$ cat config.mk
export PLATFORM = sky130hd
export DESIGN_NAME = mem_port_arbiter
export DESIGN_NICKNAME = d
export VERILOG_FILES = /design/src/rtl/mem_port_arbiter.sv
export SDC_FILE = /design/constraint.sdc
export NUM_CORES = 1
export LEC_CHECK = 0
export ABC_AREA = 1
export CAP_MARGIN = 20
export CORE_MARGIN = 4
export CORE_UTILIZATION = 46
export DETAILED_ROUTE_END_ITERATION = 16
export PLACE_DENSITY_LB_ADDON = 0.2
export SYNTH_ARGS = -nofsm -noshare
export SYNTH_HDL_FRONTEND = slang
export SYNTH_SLANG_ARGS = --single-unit
$ cat constraint.sdc
create_clock -name clock -period 11.2 [get_ports clock]
set_clock_uncertainty 0.2 [all_clocks]
set_input_delay 1.68 -clock clock [delete_from_list [all_inputs] [get_ports clock]]
set_output_delay 1.68 -clock clock [all_outputs]
set_load 0.1 [all_outputs]
$ cat src/rtl/mem_port_arbiter.sv
// -----------------------------------------------------------------------------
// mem_port_arbiter
//
// Shares one single-ported memory between the instruction-fetch requester and
// the load/store requester. Requests are sampled only in IDLE. The winner's
// address/data are registered and driven to memory with the read or write
// strobe held for MEM_LAT cycles. In the following cycle the winner receives a
// one-cycle ack; for reads, its rdata register is updated in that same cycle.
//
// Parameters:
//   ADDR_W   memory address width
//   DATA_W   data word width
//   MEM_LAT  strobe length in cycles before read data is captured (1..7)
//
// Ports:
//   clock, reset           single clock; asynchronous active-high reset
//   if_req/if_addr         fetch request (read only) and address
//   if_rdata/if_ack        fetched word (held) and one-cycle completion pulse
//   d_req/d_we/d_addr      data request, 1 = store, address
//   d_wdata                store data
//   d_rdata/d_ack          loaded word (held) and one-cycle completion pulse
//   mem_addr/mem_din       registered address/write data to the memory
//   mem_dout               read data from the memory
//   mem_r/mem_w            read/write strobes, mutually exclusive
//   busy                   high whenever the arbiter is not idle
//
// Build option:
//   MEM_ARB_ROUND_ROBIN_EN  when defined, contention alternates between the
//                           two requesters (first contention after reset goes
//                           to fetch); otherwise data always wins.
// -----------------------------------------------------------------------------
module mem_port_arbiter #(
  parameter int ADDR_W  = 12,
  parameter int DATA_W  = 32,
  parameter int MEM_LAT = 1
) (
  input  logic              clock,
  input  logic              reset,
  input  logic              if_req,
  input  logic [ADDR_W-1:0] if_addr,
  output logic [DATA_W-1:0] if_rdata,
  output logic              if_ack,
  input  logic              d_req,
  input  logic              d_we,
  input  logic [ADDR_W-1:0] d_addr,
  input  logic [DATA_W-1:0] d_wdata,
  output logic [DATA_W-1:0] d_rdata,
  output logic              d_ack,
  output logic [ADDR_W-1:0] mem_addr,
  output logic [DATA_W-1:0] mem_din,
  input  logic [DATA_W-1:0] mem_dout,
  output logic              mem_r,
  output logic              mem_w,
  output logic              busy
);

  typedef enum logic [1:0] {
    ST_IDLE   = 2'd0,
    ST_ACCESS = 2'd1,
    ST_DONE   = 2'd2
  } state_e;

  // Counter value on the final strobe cycle.
  localparam logic [2:0] LAST_CNT = 3'(MEM_LAT - 1);

  state_e            state_q, state_d;
  logic [2:0]        cnt_q, cnt_d;
  logic              win_data_q, win_data_d;   // 1 = data port owns the access
  logic              store_q, store_d;         // current access is a write
  logic [ADDR_W-1:0] mem_addr_q, mem_addr_d;
  logic [DATA_W-1:0] mem_din_q, mem_din_d;
  logic [DATA_W-1:0] if_rdata_q, if_rdata_d;
  logic [DATA_W-1:0] d_rdata_q, d_rdata_d;

  logic grant_evt;    // a request is accepted on this edge
  logic grant_data;   // arbitration result: 1 = data, 0 = fetch

  assign grant_evt = (state_q == ST_IDLE) & (if_req | d_req);

`ifdef MEM_ARB_ROUND_ROBIN_EN
  // Last-granted flag: 1 = data. Resetting to data hands the first
  // contention to fetch.
  logic last_data_q, last_data_d;

  // Data wins when alone, or on contention when fetch was granted last.
  assign grant_data = d_req & (~if_req | ~last_data_q);

  always_comb begin
    last_data_d = last_data_q;
    if (grant_evt) begin
      last_data_d = grant_data;
    end
  end

  always_ff @(posedge clock or posedge reset) begin
    if (reset) begin
      last_data_q <= 1'b1;
    end else begin
      last_data_q <= last_data_d;
    end
  end
`else
  // Fixed priority: data over fetch.
  assign grant_data = d_req;
`endif

  // Next-state and output decode.
  always_comb begin
    state_d    = state_q;
    cnt_d      = cnt_q;
    win_data_d = win_data_q;
    store_d    = store_q;
    mem_addr_d = mem_addr_q;
    mem_din_d  = mem_din_q;
    if_rdata_d = if_rdata_q;
    d_rdata_d  = d_rdata_q;
    mem_r      = 1'b0;
    mem_w      = 1'b0;
    if_ack     = 1'b0;
    d_ack      = 1'b0;

    unique case (state_q)
      ST_IDLE: begin
        if (grant_evt) begin
          win_data_d = grant_data;
          store_d    = grant_data & d_we;
          mem_addr_d = grant_data ? d_addr : if_addr;
          // A fetch leaves the write-data bus at its previous value.
          if (grant_data) begin
            mem_din_d = d_wdata;
          end
          cnt_d   = '0;
          state_d = ST_ACCESS;
        end
      end

      ST_ACCESS: begin
        mem_r = ~store_q;
        mem_w = store_q;
        if (cnt_q == LAST_CNT) begin
          // Stores leave both rdata registers untouched.
          if (!store_q) begin
            if (win_data_q) begin
              d_rdata_d = mem_dout;
            end else begin
              if_rdata_d = mem_dout;
            end
          end
          state_d = ST_DONE;
        end else begin
          cnt_d = cnt_q + 3'd1;
        end
      end

      ST_DONE: begin
        if_ack  = ~win_data_q;
        d_ack   = win_data_q;
        state_d = ST_IDLE;
      end

      default: begin
        state_d = ST_IDLE;
      end
    endcase
  end

  always_ff @(posedge clock or posedge reset) begin
    if (reset) begin
      state_q    <= ST_IDLE;
      cnt_q      <= '0;
      win_data_q <= 1'b0;
      store_q    <= 1'b0;
      mem_addr_q <= '0;
      mem_din_q  <= '0;
      if_rdata_q <= '0;
      d_rdata_q  <= '0;
    end else begin
      state_q    <= state_d;
      cnt_q      <= cnt_d;
      win_data_q <= win_data_d;
      store_q    <= store_d;
      mem_addr_q <= mem_addr_d;
      mem_din_q  <= mem_din_d;
      if_rdata_q <= if_rdata_d;
      d_rdata_q  <= d_rdata_d;
    end
  end

  assign mem_addr = mem_addr_q;
  assign mem_din  = mem_din_q;
  assign if_rdata = if_rdata_q;
  assign d_rdata  = d_rdata_q;
  assign busy     = (state_q != ST_IDLE);

endmodule
==> summary.txt, run 1 <==
Floorplan
  • Core Rows: 37
  • Die H: 111 microns
  • Core Area: 10,300 sq um
  • I/O pin count: between 200 and 250
  • Die ar.: 12,300 sq um
  • Initial core utilization: 47.2%
  • Die X: 111 microns

Placement
  • DPL Wire Length: 9180 microns
  • Setup WS pre-CTS: around 7.0 ns
  • GP Congestion: between 0.8 and 0.9
  • DP Area: 6860 sq um
  • PortBufs: 205

STA
  • Final setup violation count: 0
  • Part of the cycle the worst path needs: 42.5%
  • Worst hold slack: 0.266 ns
  • Setup TNS: 0 ns
  • RSZ-0062 raised after global routing: no
  • Slew HR: 29.7%
  • Final hold vios: 0
  • Fmax: 210 MHz
  • Tmin final: ~4.8 ns
  • Final WS setup: 6.44 ns
  • Pins Over Slew Limit: 0
  • Worst Max-Slew Pin Slew: 1.05 ns

Min path
  • Hold WC Path Type: flip-flop to flip-flop
  • Hold_sp: d_rdata[5]$_DFFE_PP0P_

Logic synthesis
  • Post-Syn Area: ~4900 sq um
  • Yosys top cell area share: 59.3%
  • Cell taking the most area after synthesis: dfrtp_1
  • Top cells by area, synth: dfrtp_1, nand2_1, nand3_1, buf_6, inv_1
  • Asr flop ratio synth: between 90% and 100%
  • List of most frequent post-synthesis cells: nand2_1, dfrtp_1, nand3_1
  • Yosys warnings: 0
  • Mapped Nets: 637
  • Top FF cell, synth: dfrtp_1
  • Sequential area share after synthesis: 59.3%
  • Synth unique cells: 20
  • FF+latch count, synth: between 100 and 150
  • Avg Cell Area, Syn: between 8 and 9 sq um
  • Top-count cell post-synth: nand2_1
  • Post-synth EDFFs: 0
  • Syn Inst Count: approximately 540

Clock tree
  • CTS Root Cell: clkbuf_8
  • Clk Latency, worst-skew pair: 0.50 ns
  • H-tree levels: 4
  • CTS sink cnt: 115
  • Clk buf depth: 2
  • CTS tree: yes
  • Post-CTS Setup Bufs: 0
  • Clock buffer count from CTS: 17
  • Clk slew on worst S/H paths: 0.05 ns
  • Hold buffer count at cts: 0
  • PostCTS Resize Cnt: 0

Global route
  • Pin count of the biggest net entering global routing: 59
  • First-pass GRT wire length: between 20,000 and 25,000 microns
  • Antenna violations before repair: 0
  • Total global-route track usage: 22.7%
  • GRT overflow: 0
  • Vias in the first global route: 4,583

Critical path
  • Crit-path max FO: 34
  • Reg2reg start: cnt_q[0]$_DFFE_PP0P_
  • Crit path max-delay family: buffers and inverters
  • Crit path DAT: roughly 2.9 ns
  • Worst path bufs/invs: 2
  • Critical path startpoint category: flip-flop
  • Critical Path RT: around 9.3 ns
  • Slowest cell on crit path: clkdlybuf4s50_1
  • Crit path launch: state_q[1]$_DFFE_PP0P_
  • Cell Chain, Critical Path: inv_1 > nand2_4 > nor2_8 > clkdlybuf4s50_1
  • Crit Path Class: flip-flop to primary output
  • Slowest Stage Delay on Critical Path: 1.23 ns
  • Crit. End Element: primary output

Drt
  • Final wirelength: 13,600 microns
  • Via Count: 4,427
  • Pre-Repair DR Iteration Count: 4
  • DR WL/cell: 15.4 microns
  • Via density: about 5.0
  • Starting DRT DRC Count: between 200 and 300
  • Residual DRC: 0
  • Post-route ant nets: 0

Job
  • Max_cap viols: 0

Layout
  • Antenna Diode Count: 0
  • FILL cells: 796
  • Nets@finish: 831
  • Seq. cell area: 2880 sq um
  • Share of cells above drive strength 1: under 10%
  • Final Instance Area: roughly 7400 sq um
  • Area Overhead vs Synth: 53.3%
  • Multi-input logic area: roughly 1700 sq um

Status
  • Status: complete, no violations
-- cell usage in the layout, fill, tap and decap left out --
| master | count |
|---|---|
| nor3_1 | 2 |
| nand3_1 | 101 |
| ha_1 | 2 |
| clkinvlp_4 | 2 |
| nand2_4 | 3 |
| clkdlybuf4s50_1 | 205 |
| buf_4 | 2 |
| bufinv_16 | 2 |
| clkbuf_1 | 1 |
| dfrtp_1 | 115 |
| clkbuf_16 | 16 |
| a21oi_1 | 13 |
| nor2_4 | 3 |
| clkinv_4 | 1 |
| clkinv_2 | 6 |
| buf_16 | 1 |
| o21ai_1 | 1 |
| o21ai_2 | 1 |
| nor2_1 | 2 |
| o21ai_0 | 13 |
| clkbuf_8 | 2 |
| inv_1 | 23 |
| inv_4 | 1 |
| nand2_2 | 1 |
| nand2_1 | 225 |
| nor2_8 | 2 |
| nand4_1 | 1 |
-- layer usage --
layer  track usage [%]  wire, microns
met5                 0              0
met4              8.37            229
met3              8.79           1210
met2              35.8           6480
met1              28.3           5650
-- cell type report --
| cell class | count | share of cell area [%] |
|---|---|---|
| sequential | 115 | 38.7 |
| timing repair buffer | 208 | 28.2 |
| multi-input combinational | 370 | 22.3 |
| clock buffer | 19 | 5.80 |
| tap | 136 | 2.29 |
| clock inverter | 11 | 1.53 |
| inverter | 24 | 1.24 |
-- worst min-delay path, cell delays in order, from the launching register on --
cell and delay, ns:
dfrtp_1 0.33, nand2_1 0.05, nand2_1 0.05
-- path summary, 6_finish.rpt --
kind | endpoint | slack [ns] | depth (start not counted)
min in group asynchronous | mem_addr[11]$_DFFE_PP0P_ | 1.44 | 2
min reg2reg | d_rdata[5]$_DFFE_PP0P_ | 0.27 | 2
max | mem_r | 6.44 | 4
max reg2reg | if_rdata[24]$_DFFE_PP0P_ | 8.78 | 7
max in group asynchronous | d_rdata[10]$_DFFE_PP0P_ | 8.19 | 3
min | d_rdata[5]$_DFFE_PP0P_ | 0.27 | 2
-- sequential cells by signal (all words and copies together) (netlist names) --
name and count:
d_rdata 32, if_rdata 32, mem_din 32, mem_addr 12, cnt_q 3, state_q 2
store_q 1, win_data_q 1
-- kinds of logic (layout without fill, tap and decap cells) --
kind of cell             Yosys count  count (layout)  synth area share (%)
flip-flops                       115             115                  59.3
adder cells (fa/ha/maj)            2               2                 0.516
AND/OR/NAND/NOR                  340             340                  30.7
buffers and inverters             57             262                  6.53
AO/OA/AOI/OAI                     28              28                  2.97
-- through the flow --
step	util, %	std cells
finish	72.4	883
global route	72.4	883
CTS	72.1	882
detailed placement	66.8	852
global placement	66.8	852
floorplan	-	542
Power of run 1 is left out: the tool's default activity adds up to more than one toggle a clock period on the data nets, which glitch-free logic cannot reach.
==> run 2, diff against run 1 <==
--- a/config.mk
+++ b/config.mk
@@ -8,7 +8,7 @@
 export ABC_AREA = 1
 export CAP_MARGIN = 20
 export CORE_MARGIN = 4
-export CORE_UTILIZATION = 46
+export CORE_UTILIZATION = 39
 export DETAILED_ROUTE_END_ITERATION = 16
 export PLACE_DENSITY_LB_ADDON = 0.2
 export SYNTH_ARGS = -nofsm -noshare
==> constraint.sdc (replaced) <==
create_clock -name clock -period 3.95 [get_ports clock]
set_clock_uncertainty 0.2 [all_clocks]
set_input_delay 0.5925 -clock clock [delete_from_list [all_inputs] [get_ports clock]]
set_output_delay 0.5925 -clock clock [all_outputs]
set_load 0.1 [all_outputs]
==> run 2 against run 1 <==
Effect of this change:
- cell area is 1.7% higher
- cell count is 4.1% higher
- die area is 17% higher
- register-to-register slack worse by 7.0 ns
- worst hold slack better by 0.0017 ns
- clock-buffer cell count is 3 higher
- via count is 1.4% lower
- non-clock buffer count is 2 higher
- setup slack worse by 5.5 ns
- critical endpoint is now busy
- global-route usage is 2.7 points lower
- critical path type unchanged
==> summary.txt, run 2 (synthesized netlist as in run 1, its figures left out) <==
Status
  • Status: complete, no violations

Drt
  • Post-route ant nets: 0
  • Met2 WL: roughly 6300 microns
  • Residual DRC: 0
  • Highest metal used: met4
  • Via Count: about 4,400
  • Pre-Repair DR Iteration Count: 4
  • DR WL/cell: 15.1 microns
  • Starting DRT DRC Count: between 300 and 400
  • Via density: 4.75
  • Final wirelength: roughly 14,000 microns
  • Met1 WL: 5970 microns
  • DR WL met3: about 1400 microns

Clock tree
  • Hold buffer count at cts: 0
  • Clk Latency, worst-skew pair: 0.41 ns
  • Clock buffer count from CTS: 17
  • Post-CTS Setup Bufs: 0
  • CTS Root Cell: clkbuf_16
  • Clk buf depth: 2
  • H-tree levels: 4
  • CTS tree: yes
  • PostCTS Resize Cnt: 0
  • CTS sink cnt: 115
  • Clk slew on worst S/H paths: around 0.05 ns

Placement
  • GP Congestion: 0.762
  • DPL Wire Length: 9230 microns
  • PortBufs: approximately 210

STA
  • Final hold vios: 0
  • Pins Over Slew Limit: 0
  • Final setup violation count: 0
  • RSZ-0062 raised after global routing: no
  • Setup TNS: 0 ns
  • Tmin final: 3.00 ns
  • Worst Max-Slew Pin Slew: 1.03 ns
  • Fmax: 333 MHz
  • Part of the cycle the worst path needs: 76.0%
  • Slew HR: 31.3%

Global route
  • Total global-route track usage: around a fifth
  • Antenna violations before repair: 0
  • Vias in the first global route: 4,520
  • First-pass GRT wire length: 22,500 microns
  • GRT overflow: 0
  • Pin count of the biggest net entering global routing: 62

Layout
  • Commonest non-fill, non-tap cell in the layout: nand2_1
  • Antenna Diode Count: 0
  • Multi-input logic area: 1660 sq um
  • FILL cells: roughly 1,100
  • Seq. cell area: 2880 sq um
  • Final core utilization: 62.5%
  • Share of cells above drive strength 1: between 6 and 7%
  • Most frequent cells in the layout: nand2_1, clkdlybuf4s50_1, dfrtp_1
  • Nets@finish: 833
  • Area Overhead vs Synth: 56.0%

Critical path
  • Worst R2R Path Depth: 5
  • Crit path to: busy
  • Critical Path RT: around 3.2 ns
  • Reg2reg start: win_data_q$_DFFE_PP0P_
  • Crit-path max FO: 6
  • Crit. End Element: primary output
  • R2r endpoint: d_rdata[21]$_DFFE_PP0P_
  • Critical path startpoint category: flip-flop
  • Crit path DAT: approximately 2.2 ns
  • Crit Path Class: flip-flop to primary output
  • Crit path launch: state_q[0]$_DFFE_PP0P_
  • Reg-to-reg setup timing slack: around 1.8 ns

Min path
  • Hold WC Path Type: flip-flop to flip-flop

Floorplan
  • Initial core utilization: 40.1%
  • Die ar.: 14,300 sq um
  • Die H: about 120 microns
  • Core Area: around 12,000 sq um
  • I/O pin count: just over 200
  • Die X: 120 microns
  • Core Rows: 40

Job
  • Max_cap viols: 0
==> run 2: cell types whose count changed in the layout (fill, tap and decap cells not counted) <==
cell | before | now
buf_16 | 1 | 0
clkinv_4 | 1 | 0
clkinv_2 | 6 | 5
buf_12 | 0 | 1
clkbuf_16 | 16 | 17
clkbuf_8 | 2 | 4
clkdlybuf4s50_1 | 205 | 201
buf_4 | 2 | 8
bufinv_16 | 2 | 4
clkinvlp_4 | 2 | 1
==> run 2: worst min-delay path by stage <==
stage	from	to	slack, ns	depth (start not counted)
floorplan	cnt_q[1]$_DFFE_PP0P_	cnt_q[1]$_DFFE_PP0P_	0.30	2
global placement	if_rdata[7]$_DFFE_PP0P_	if_rdata[7]$_DFFE_PP0P_	0.25	2
detailed placement	if_rdata[16]$_DFFE_PP0P_	if_rdata[16]$_DFFE_PP0P_	0.26	2
CTS	d_rdata[10]$_DFFE_PP0P_	d_rdata[10]$_DFFE_PP0P_	0.27	2
global route	mem_din[10]$_DFFE_PP0P_	mem_din[10]$_DFFE_PP0P_	0.29	2
finish	mem_din[11]$_DFFE_PP0P_	mem_din[11]$_DFFE_PP0P_	0.27	2
==> run 2: worst max-delay path: stages, from the launching register on <==
cell,delay (ns)
dfrtp_1,0.50
nor2_4,0.08
inv_1,0.07
clkdlybuf4s50_1,1.15
==> run 2: metal layers <==
metal | global-route usage (%) | vias to the layer above
met5 | 0 | -
li1 | - | 2117
met1 | 24.4 | 2044
met3 | 9.00 | 11
met4 | 8.09 | 0
met2 | 30.9 | 193
==> run 2: cell type report <==
cell class | count | area share, %
Clock buffer | 22 | 6.40
Tap cell | 168 | 2.78
Multi-Input combinational cell | 370 | 21.9
Timing Repair Buffer | 210 | 27.7
Clock inverter | 10 | 2.02
Inverter | 24 | 1.22
Sequential cell | 115 | 38.0
==> run 2: metrics by stage <==
stage	hold slack (ns)	setup slack, ns	std cells	area (sq um)
6_report	0.267	0.947	919	7570
5_1_grt	0.285	0.872	919	7570
4_1_cts	0.271	0.917	919	7570
3_5_place_dp	0.258	1.10	887	6930
3_3_place_gp	0.252	1.21	887	6930
2_1_floorplan	0.296	0.113	542	4850
Power of run 2 is left out for the same reason.
